## config.mk

```make
export PLATFORM = sky130hd
export DESIGN_NAME = lbm_moment_accum
export DESIGN_NICKNAME = d
export VERILOG_FILES = /design/src/rtl/lbm_moment_accum.sv
export SDC_FILE = /design/constraint.sdc
export NUM_CORES = 1
export LEC_CHECK = 0
export BUFFER_PORTS_ARGS = -buffer_cell sky130_fd_sc_hd__buf_2
export CAP_MARGIN = 20
export CORE_MARGIN = 2
export CORE_UTILIZATION = 37
export DETAILED_ROUTE_END_ITERATION = 6
export GPL_TIMING_DRIVEN = 0
export HOLD_SLACK_MARGIN = 0.12
export PLACE_DENSITY = 0.59
export SYNTH_ARGS = -nofsm -noshare
export SYNTH_HDL_FRONTEND = slang
export SYNTH_SLANG_ARGS = --single-unit
```

## constraint.sdc

```tcl
create_clock -name Clk -period 16.6 [get_ports Clk]
set_clock_uncertainty 0.1 [all_clocks]
set_input_delay 1.66 -clock Clk [delete_from_list [all_inputs] [get_ports Clk]]
set_output_delay 1.66 -clock Clk [all_outputs]
set_load 0.005 [all_outputs]
```

## src/rtl/lbm_moment_accum.sv

```systemverilog
// Purpose: D2Q9 moment accumulator; sums f0..f8 of one node into rho, mx, my with output saturation.
// Latency: LD_EN and valid results one cycle after the 9th accepted sample (one DONE cycle per node).
// Backpressure: In_Ready is low only in the DONE cycle; gaps in In_Valid simply stall the frame.
module lbm_moment_accum #(
  parameter int WIDTH = 32,
  parameter int Q     = 9
) (
  input  logic             Clk,
  input  logic             Reset,
  input  logic             Clear,
  input  logic             In_Valid,
  output logic             In_Ready,
  input  logic [WIDTH-1:0] Data_In,
  output logic [3:0]       Dir_Idx,
  output logic             LD_EN,
  output logic [WIDTH-1:0] Rho_Out,
  output logic [WIDTH-1:0] Mx_Out,
  output logic [WIDTH-1:0] My_Out,
  output logic             Sat_Flag
);

  // The direction table below is hard-wired for D2Q9.
  if (Q != 9) begin : g_q_check
    $error("lbm_moment_accum: Q must be 9 (D2Q9)");
  end

  // Four guard bits: nine terms of magnitude <= 2^(WIDTH-1) never wrap.
  localparam int AW = WIDTH + 4;

  typedef enum logic [1:0] {
    S_IDLE  = 2'd0,
    S_ACCUM = 2'd1,
    S_DONE  = 2'd2
  } state_t;

  state_t                 state_q, state_d;
  logic [3:0]             dir_q, dir_d;
  logic signed [AW-1:0]   rho_acc_q, rho_acc_d;
  logic signed [AW-1:0]   mx_acc_q, mx_acc_d;
  logic signed [AW-1:0]   my_acc_q, my_acc_d;

  // Staged (saturated) results of the frame that just completed.
  logic [WIDTH-1:0]       rho_stg_q, mx_stg_q, my_stg_q;
  logic                   sat_stg_q;
  // Values presented between load strobes.
  logic [WIDTH-1:0]       rho_hold_q, mx_hold_q, my_hold_q;
  logic                   sat_hold_q;

  logic                   accept;
  logic                   last_accept;
  logic                   ld_en;
  logic                   cx_pos, cx_neg, cy_pos, cy_neg;
  logic signed [AW-1:0]   samp_ext, samp_neg;
  logic signed [AW-1:0]   rho_base, mx_base, my_base;
  logic signed [AW-1:0]   rho_sum, mx_sum, my_sum;
  logic [WIDTH:0]         rho_cl, mx_cl, my_cl;

  // Clamp to the WIDTH-bit signed range; MSB of the result flags a clamp.
  function automatic logic [WIDTH:0] clamp(input logic signed [AW-1:0] a);
    logic [WIDTH:0] r;
    if ((a[AW-1:WIDTH-1] == '0) || (a[AW-1:WIDTH-1] == '1)) begin
      r = {1'b0, a[WIDTH-1:0]};
    end else if (a[AW-1]) begin
      r = {1'b1, 1'b1, {(WIDTH-1){1'b0}}};
    end else begin
      r = {1'b1, 1'b0, {(WIDTH-1){1'b1}}};
    end
    return r;
  endfunction

  assign In_Ready    = (state_q != S_DONE);
  assign accept      = In_Valid && In_Ready && !Clear;
  assign last_accept = accept && (state_q == S_ACCUM) && (dir_q == 4'd8);
  assign ld_en       = (state_q == S_DONE) && !Clear;

  assign samp_ext = {{4{Data_In[WIDTH-1]}}, Data_In};
  assign samp_neg = -samp_ext;

  // Velocity components of the direction currently expected: add, subtract or ignore.
  always_comb begin
    cx_pos = 1'b0;
    cx_neg = 1'b0;
    cy_pos = 1'b0;
    cy_neg = 1'b0;
    case (dir_q)
      4'd1: cx_pos = 1'b1;
      4'd2: cy_pos = 1'b1;
      4'd3: cx_neg = 1'b1;
      4'd4: cy_neg = 1'b1;
      4'd5: begin cx_pos = 1'b1; cy_pos = 1'b1; end
      4'd6: begin cx_neg = 1'b1; cy_pos = 1'b1; end
      4'd7: begin cx_neg = 1'b1; cy_neg = 1'b1; end
      4'd8: begin cx_pos = 1'b1; cy_neg = 1'b1; end
      default: ;
    endcase
  end

  // Running sums; the first sample of a frame starts from zero regardless of stale state.
  always_comb begin
    rho_base = (state_q == S_IDLE) ? '0 : rho_acc_q;
    mx_base  = (state_q == S_IDLE) ? '0 : mx_acc_q;
    my_base  = (state_q == S_IDLE) ? '0 : my_acc_q;
    rho_sum  = rho_base + samp_ext;
    mx_sum   = mx_base;
    my_sum   = my_base;
    if (cx_pos) mx_sum = mx_base + samp_ext;
    if (cx_neg) mx_sum = mx_base + samp_neg;
    if (cy_pos) my_sum = my_base + samp_ext;
    if (cy_neg) my_sum = my_base + samp_neg;
  end

  // Next-state logic: frame sequencing, index stepping and accumulator update.
  always_comb begin
    state_d   = state_q;
    dir_d     = dir_q;
    rho_acc_d = rho_acc_q;
    mx_acc_d  = mx_acc_q;
    my_acc_d  = my_acc_q;
    case (state_q)
      S_IDLE: begin
        dir_d     = 4'd0;
        rho_acc_d = '0;
        mx_acc_d  = '0;
        my_acc_d  = '0;
        if (accept) begin
          state_d   = S_ACCUM;
          dir_d     = 4'd1;
          rho_acc_d = rho_sum;
          mx_acc_d  = mx_sum;
          my_acc_d  = my_sum;
        end
      end
      S_ACCUM: begin
        if (accept) begin
          rho_acc_d = rho_sum;
          mx_acc_d  = mx_sum;
          my_acc_d  = my_sum;
          if (dir_q == 4'd8) begin
            state_d = S_DONE;
            dir_d   = 4'd0;
          end else begin
            dir_d = dir_q + 4'd1;
          end
        end
      end
      S_DONE: begin
        state_d   = S_IDLE;
        dir_d     = 4'd0;
        rho_acc_d = '0;
        mx_acc_d  = '0;
        my_acc_d  = '0;
      end
      default: begin
        state_d   = S_IDLE;
        dir_d     = 4'd0;
        rho_acc_d = '0;
        mx_acc_d  = '0;
        my_acc_d  = '0;
      end
    endcase
    // Abort wins over everything, including the sample presented this cycle.
    if (Clear) begin
      state_d   = S_IDLE;
      dir_d     = 4'd0;
      rho_acc_d = '0;
      mx_acc_d  = '0;
      my_acc_d  = '0;
    end
  end

  assign rho_cl = clamp(rho_acc_d);
  assign mx_cl  = clamp(mx_acc_d);
  assign my_cl  = clamp(my_acc_d);

  // Frame state and accumulator registers.
  always_ff @(posedge Clk or posedge Reset) begin
    if (Reset) begin
      state_q   <= S_IDLE;
      dir_q     <= 4'd0;
      rho_acc_q <= '0;
      mx_acc_q  <= '0;
      my_acc_q  <= '0;
    end else begin
      state_q   <= state_d;
      dir_q     <= dir_d;
      rho_acc_q <= rho_acc_d;
      mx_acc_q  <= mx_acc_d;
      my_acc_q  <= my_acc_d;
    end
  end

  // Capture saturated totals on the final accept so they are ready during DONE.
  always_ff @(posedge Clk or posedge Reset) begin
    if (Reset) begin
      rho_stg_q <= '0;
      mx_stg_q  <= '0;
      my_stg_q  <= '0;
      sat_stg_q <= 1'b0;
    end else if (last_accept) begin
      rho_stg_q <= rho_cl[WIDTH-1:0];
      mx_stg_q  <= mx_cl[WIDTH-1:0];
      my_stg_q  <= my_cl[WIDTH-1:0];
      sat_stg_q <= rho_cl[WIDTH] | mx_cl[WIDTH] | my_cl[WIDTH];
    end
  end

  // Commit results for holding only when the load actually happened (not aborted).
  always_ff @(posedge Clk or posedge Reset) begin
    if (Reset) begin
      rho_hold_q <= '0;
      mx_hold_q  <= '0;
      my_hold_q  <= '0;
      sat_hold_q <= 1'b0;
    end else if (ld_en) begin
      rho_hold_q <= rho_stg_q;
      mx_hold_q  <= mx_stg_q;
      my_hold_q  <= my_stg_q;
      sat_hold_q <= sat_stg_q;
    end
  end

  assign Dir_Idx  = dir_q;
  assign LD_EN    = ld_en;
  assign Rho_Out  = ld_en ? rho_stg_q : rho_hold_q;
  assign Mx_Out   = ld_en ? mx_stg_q  : mx_hold_q;
  assign My_Out   = ld_en ? my_stg_q  : my_hold_q;
  assign Sat_Flag = ld_en ? sat_stg_q : sat_hold_q;

endmodule

```

# [Word level (Yosys, flattened, before mapping)]
# Cells that the tools add are included.
[op_classes] addsub=7 n_eq_ne=17 mux=43 bitwise_logic=2 reduce_logical=18
[ops] cell="2-to-1 mux 36 bit" n=16
[ops] cell="case mux 36 bit (2 select lines)" n=3
[ops] cell="2-to-1 mux 32 bit" n=6
[ops] cell="adder 36 x 32 -> 36 bit" n=3
[ops] cell="2-to-1 mux 33 bit" n=3
[ops] cell="adder 36 bit" n=2
[ops] cell="negator 32 -> 36 bit" n=1
[ops] cell="== test 4 x 3 -> 1 bit, second input constant" n=4
[ops] cell="== test 5 bit, second input constant" n=3
[ops] cell="logical NOT 5 bit" n=3
[ops] cell="2-to-1 mux 4 bit" n=3
[ops] cell="OR reduction 3 bit" n=4
[ops] cell="== test 4 x 2 -> 1 bit, second input constant" n=2
[ops] cell="2-to-1 mux 2 bit" n=4
[ops] cell="case mux 4 bit (2 select lines)" n=1
[ops] cell="2-to-1 mux 1 bit" n=6
[ops] cell="!= test 3 bit, second input constant" n=2
[ops] cell="logical AND 1 bit" n=5
[ops] cell="adder 4 x 1 -> 4 bit, second input constant" n=1
[ops] cell="== test 4 x 1 -> 1 bit, second input constant" n=1
[ops] cell="== test 4 bit, second input constant" n=1
[ops] cell="case mux 2 bit (2 select lines)" n=1
[ops] cell="logical OR 1 bit" n=3
[ops] cell="!= test 3 x 2 -> 1 bit, second input constant" n=1
[ops] cell="other kinds (7)" n=8
[totals] register_bits=308 in_bits=36 output_inout_bits=103 word_cells=100

# [Depth between registers and ports, before layout]
[logic_depth] ltp_word=13 mapped_depth=23 mapped_depth_nobuf=21

# [Worst setup path after synthesis]
# No wires, ideal clock.
[synth_path] kind="input port to flip-flop" from="input port Data_In[2]" to="register my_stg_q[24]" setup_time_ns=0.135 arrival_ns=6.088 required_time_ns=16.365 slack_ns=10.278 stages=21 path_buffers=2 cell_sequence="nor4_1 nand3_1 or2_2 nor3_1 nand2b_1 nor4_1 xnor2_1 ha_1 clkbuf_1 and4_1 and3_1 nand3_1 a21oi_1 a211oi_1 mux2i_1 o221ai_1 a211o_1 o21ba_2 buf_4 a221oi_1 o31ai_1"
[synth_via] elab_chain_len=9 elab_cells_between_ends=14 cone_classes="add/sub: 3; eq/ne: 1; mux: 8; reduce/logical: 2"
[synth_rtl] item="from (decl)" line="13" text="input logic [WIDTH-1:0] Data_In,"
[synth_rtl] item="negator 32 -> 36 bit or adder 36 x 32 -> 36 bit (tied branches)" line="77, 108"
[synth_rtl] item="adder 36 bit or 2-to-1 mux 36 bit (tied branches)" line="109, 108"
[synth_rtl] item="2-to-1 mux 36 bit (*)" line="109" text="if (cy_neg) my_sum = my_base + samp_neg;"
[synth_rtl] item="2-to-1 mux 36 bit, on equally long branches" line="134, 125"
[synth_rtl] item="case mux 36 bit (2 select lines) (*)" line="119" text="case (state_q)"
[synth_rtl] item="2-to-1 mux 36 bit (*)" line="162" text="if (Clear) begin"
[synth_rtl] item="== test 5 bit or logical NOT 5 bit (tied branches)" line="61" text="if ((a[AW-1:WIDTH-1] == '0) || (a[AW-1:WIDTH-1] == '1)) begin"
[synth_rtl] item="logical OR 1 bit" line="61"
[synth_rtl] item="2-to-1 mux 33 bit (*)" line="61"
[synth_rtl] item="to (signal assigned)" line="202" text="my_stg_q <= my_cl[WIDTH-1:0];"
[synth_rtl] item="to (decl)" line="43" text="logic [WIDTH-1:0] rho_stg_q, mx_stg_q, my_stg_q;"
# Mark *: on every way between the ends. The rest lies on a longest branch, timed or not.
# A chain may end at the register's enable or synchronous reset.

# [Final worst setup path]
[layout_path] from="input port Data_In[4]" to="register mx_stg_q[10]"
[layout_via] elab_chain_len=9 elab_cells_between_ends=14 cone_classes="add/sub: 3; eq/ne: 1; mux: 8; reduce/logical: 2"
[layout_rtl] item="negator 32 -> 36 bit or adder 36 x 32 -> 36 bit (tied branches)" line="77, 106"
[layout_rtl] item="adder 36 bit or 2-to-1 mux 36 bit (tied branches)" line="107, 106"
[layout_rtl] item="2-to-1 mux 36 bit (*)" line="107" text="if (cx_neg) mx_sum = mx_base + samp_neg;"
[layout_rtl] item="2-to-1 mux 36 bit, on equally long branches" line="134, 125"
[layout_rtl] item="case mux 36 bit (2 select lines) (*)" line="119"
[layout_rtl] item="2-to-1 mux 36 bit (*)" line="162"
[layout_rtl] item="via mx_acc_d[35]" line="39" text="logic signed [AW-1:0] mx_acc_q, mx_acc_d;"
[layout_rtl] item="== test 5 bit or logical NOT 5 bit (tied branches)" line="61"
[layout_rtl] item="logical OR 1 bit" line="61"
[layout_rtl] item="2-to-1 mux 33 bit (*)" line="61"
[layout_rtl] item="to (signal assigned)" line="201" text="mx_stg_q <= mx_cl[WIDTH-1:0];"
[layout_rtl] item="to (decl)" line="43"
# The timed path passes the listed nets; every way through them passes the cells marked *.

==> run summary <==
The run finished with clean final reports. The first routing iteration left 2,612 violations. The depth of the most critical reg-to-reg path came out at 21. Setup slack on the worst reg-to-reg path comes out at 9.30 ns.

The effective utilization at floorplan is 0.373. In the final timing run, aggregate negative setup slack is 0 ns. The run gives 0.0000663 V as the highest ir drop seen on vdd. CTS placed an instance of clkbuf_16 at the clock tree root.

Data on the critical path is required at its endpoint by 17.01 ns. The total overflow left after global routing is 0. For this design, the slowest cell found on the critical path is nor4_1. The count of state elements after synthesis works out to 308.

The floorplan step set the die width to 264 um. Counting flops with a built-in enable in the synthesized netlist gives 0. The run gives 0 as the total count of hold-check failures in the final report.

The number of nets in the layout is 3,328. Share of flip-flops with an asynchronous set or reset: 1.00. Buffers added to address setup during post-CTS repair amount to 0. The area of the core region is 0.0670 mm2, and the cell count after synthesis is 2,924. Capture point of the critical path: mx_stg_q[10]. The run gives 23,449 as the number of global-route vias before repair. The routed wire length is 102 mm, and the distinct cell type count after synthesis is 94. Total number of yosys warnings: 0. The most critical setup path has its startpoint at Data_In[4]. The logs give 0.308 for the sequential cell area fraction in the yosys report and 129 MHz for the fmax.

The biggest fanout along the worst timing path was 10; the number of buffers inserted during clock tree synthesis was 38. TritonCTS built the clock tree. The number of I/O port buffers is 138, and the total power divided by cell area is 69.6 mW/mm2. In this run the worst hold path is classified as flop to flop.

For this run, the slowest stage of the critical path takes 0.61 ns. The share of Yosys cell area claimed by the top area cell type is 0.308. The per-cell via count in the routed design came out at 6.10. The count of hold-fix buffers inserted at cts is 0. Compared with the post-synthesis result, the final layout area differs by 13.0%. At the end of routability-driven placement, the weighted congestion stood at 1.02.

The hold-critical path depth was 2. The path type of the worst setup path was input port to flop. In this run the critical register-to-register path is launched from state_q[0].

Hold timing on the final database bottoms out at a slack of 0.371 ns. Counting I/O delays and the setup requirement, the final critical path takes 7.76 ns. The initial antenna violation count is 4, and the number of vias after detailed routing is 24,479.

For this run, design rule violations remaining after detail routing come to 0. The clock latency reported for the late side of the worst-skew pair was 0.59 ns. The first-pass GRT wire length was 150 mm. The half-perimeter wire length of the detailed placement result came out at 79.4 mm.

Ranked by total cell area, the synthesized netlist is headed by dfrtp_1 (31%), ha_1 (9.0%), a21oi_1 (5.4%). The run gives 0.179 as the relative slew slack. Leading register cell type out of synthesis: dfrtp_1. The tools report the max-slew violation total from the final report as 0. The pre-antenna-repair detailed-routing pass consisted of 7 iterations.

Entering global routing, the biggest net connects 117 pins. In this run the number of H-tree levels came out at 2. The actual slew at the worst max-slew pin was 1.23 ns; the count of standard-cell rows was 95. The cell type contributing the most total cell area after synthesis is dfrtp_1. Nature of the critical path startpoint: an input port. The synthesized netlist occupies a cell area of 0.0250 mm2. After clock tree synthesis, the clock-pin slew on the worst setup and hold paths is 0.06 ns.

Pin placement for this block handled 139 I/O pins. The endpoint of the worst-slack reg-to-reg timing path is mx_stg_q[1]. Setup repair after global routing left no endpoint under its margin.

Number of maximum-capacitance constraint violations: 0. Setup violations remaining at the end of the flow were counted as 0. The floorplan step defined a die boundary enclosing 0.0696 mm2. The analysis attributes to cell leakage a power of 12.8 nW.

For the number of nets still failing antenna checks after routing, the log shows 0. The net count of the mapped netlist was 3,144. In the final routed layout, each cell accounts on average for 25.4 um.

Fill cell total of the finished layout: 6,889. The tools report the combined global-route utilization of all metal layers as 0.286. The worst setup path is captured at a flop.

The clock passes through at most 3 buffers. Averaged over all synthesized cells, the footprint is 8.54 um2. For this design, the sink count on the clock tree is 308.

From bottom edge to top edge, the die measures 264 um. Data arrival time at the worst-slack endpoint: 8.18 ns. In this run, post-CTS repair resized a total of 0 instances.

The share of the clock period used by the worst path was 0.468. The share of cells above drive strength 1 is 0.130. Traced cell by cell, the critical path runs through buf_2 -> nor4_1 -> nand3_1 -> or2_2 -> nor3_1 -> nand2b_1 -> nor4_1 -> xnor2_1 -> ha_1 -> nand4_1 -> or4_1 -> a2111oi_2 -> o21ai_0 -> and3_1 -> o21ai_1 -> a31oi_2 -> and2_1 -> nand2_1 -> buf_2 -> o221a_2.
==> layer usage <==
layer	up-vias	routed length, um	GRT usage
met1	11861	42200	0.370
met4	4	6290	0.152
li1	11257	-	-
met2	1101	44600	0.448
met5	-	23	0
met3	256	8660	0.0591
==> synthesized netlist by cell type (all sizes together), types with 18 or more instances <==
| library cell | n |
|---|---|
| mux2 | 98 |
| nor2 | 206 |
| a31oi | 35 |
| nand2b | 18 |
| o21a | 31 |
| o31ai | 43 |
| nor2b | 39 |
| clkbuf | 129 |
| o211ai | 54 |
| buf | 39 |
| and2 | 126 |
| dfrtp | 308 |
| xnor2 | 94 |
| a21oi | 270 |
| a21o | 63 |
| o21ai | 188 |
| a211oi | 58 |
| nor3 | 62 |
| o21bai | 23 |
| ha | 179 |
| nand3 | 71 |
| and3 | 37 |
| o221a | 33 |
| nand2 | 281 |
| xor2 | 71 |
| nand4 | 40 |
| inv | 55 |
| o22a | 31 |
==> cell usage in the layout (no fill, tap or decap), types with 32 or more instances in the layout <==
cell type,netlist,routed
dfrtp_1,308,308
mux2_2,98,98
a21oi_1,269,269
o211ai_1,54,54
nand2_1,281,281
o21ai_0,180,180
nor2_1,206,205
o31ai_1,39,39
inv_1,55,54
and3_1,37,37
xor2_1,71,71
nor2b_1,39,39
nor3_1,62,62
and2_1,126,126
ha_1,179,179
a211oi_1,56,56
a21o_1,63,63
buf_2,17,155
o221a_2,33,33
a31oi_1,32,32
clkbuf_1,129,132
xnor2_1,94,94
nand4_1,39,39
nand3_1,71,71
clkbuf_16,0,41
==> where the power goes <==
group          total, mW  leakage [nW]  internal [mW]  switching, mW
logic              0.298          7.88         0.0792          0.218
registers          0.762          4.28          0.758        0.00404
clock network      0.907         0.664          0.541          0.366
total               1.97          12.8           1.38          0.588
==> cell type report <==
| class | instances | area, um2 | share of cell area |
|---|---|---|---|
| buffer | 168 | 708 | 0.0251 |
| tap | 873 | 1090 | 0.0387 |
| clock inverter | 19 | 225 | 0.00798 |
| sequential | 308 | 7710 | 0.273 |
| multi-input combinational | 2393 | 16400 | 0.580 |
| clock buffer | 50 | 1120 | 0.0397 |
| inverter | 55 | 214 | 0.00758 |
| antenna | 1 | 2.50 | 0.0000886 |
| timing repair buffer | 144 | 798 | 0.0283 |
==> worst max-delay path: cells and delay by family <==
family	cells	cell delay [ns]
compound gates	5	1.65
xor+xnor	1	0.25
fa+ha+maj	1	0.51
buf+inv	2	0.49
simple gates	11	3.60
==> registers in the layout (all words and copies together) (netlist names) <==
signal,flops
my_acc_q,36
mx_stg_q,32
my_stg_q,32
sat_stg_q,1
sat_hold_q,1
rho_acc_q,36
mx_hold_q,32
my_hold_q,32
mx_acc_q,36
Dir_Idx,4
rho_stg_q,32
rho_hold_q,32
state_q,2
==> metrics by stage <==
stage	instance area, um2	total power, mW	setup WS [ns]	instances	util
floorplan	25000	0.950	6.32	2924	-
global placement	26800	1.06	2.15	3935	0.399
detailed placement	26900	1.06	8.55	3941	0.401
CTS	28200	1.98	9.11	4010	0.421
global route	28200	2.03	8.53	4010	0.421
finish	28200	1.97	8.84	4011	0.421
==> logic make-up after synthesis <==
family | Yosys count | synth area share
AOI/OAI and AO/OA | 971 | 0.264
xor gates and xnor gates | 165 | 0.0578
adders and majority gates | 184 | 0.0936
buffers and inverters | 223 | 0.0366
DFF | 308 | 0.308
muxes | 114 | 0.0506
and+or+nand+nor | 959 | 0.189
==> worst min-delay path by stage <==
| stage | start | slack, ns | to |
|---|---|---|---|
| after floorplan | my_stg_q[31] | 0.34 | my_stg_q[31] |
| after global placement | my_stg_q[28] | 0.36 | my_stg_q[28] |
| after detailed placement | my_stg_q[1] | 0.36 | my_stg_q[1] |
| after CTS | my_stg_q[1] | 0.38 | my_stg_q[1] |
| after global routing | mx_hold_q[11] | 0.40 | mx_hold_q[11] |
| final | my_stg_q[12] | 0.37 | my_stg_q[12] |
Power figures use the tool's default switching activity.
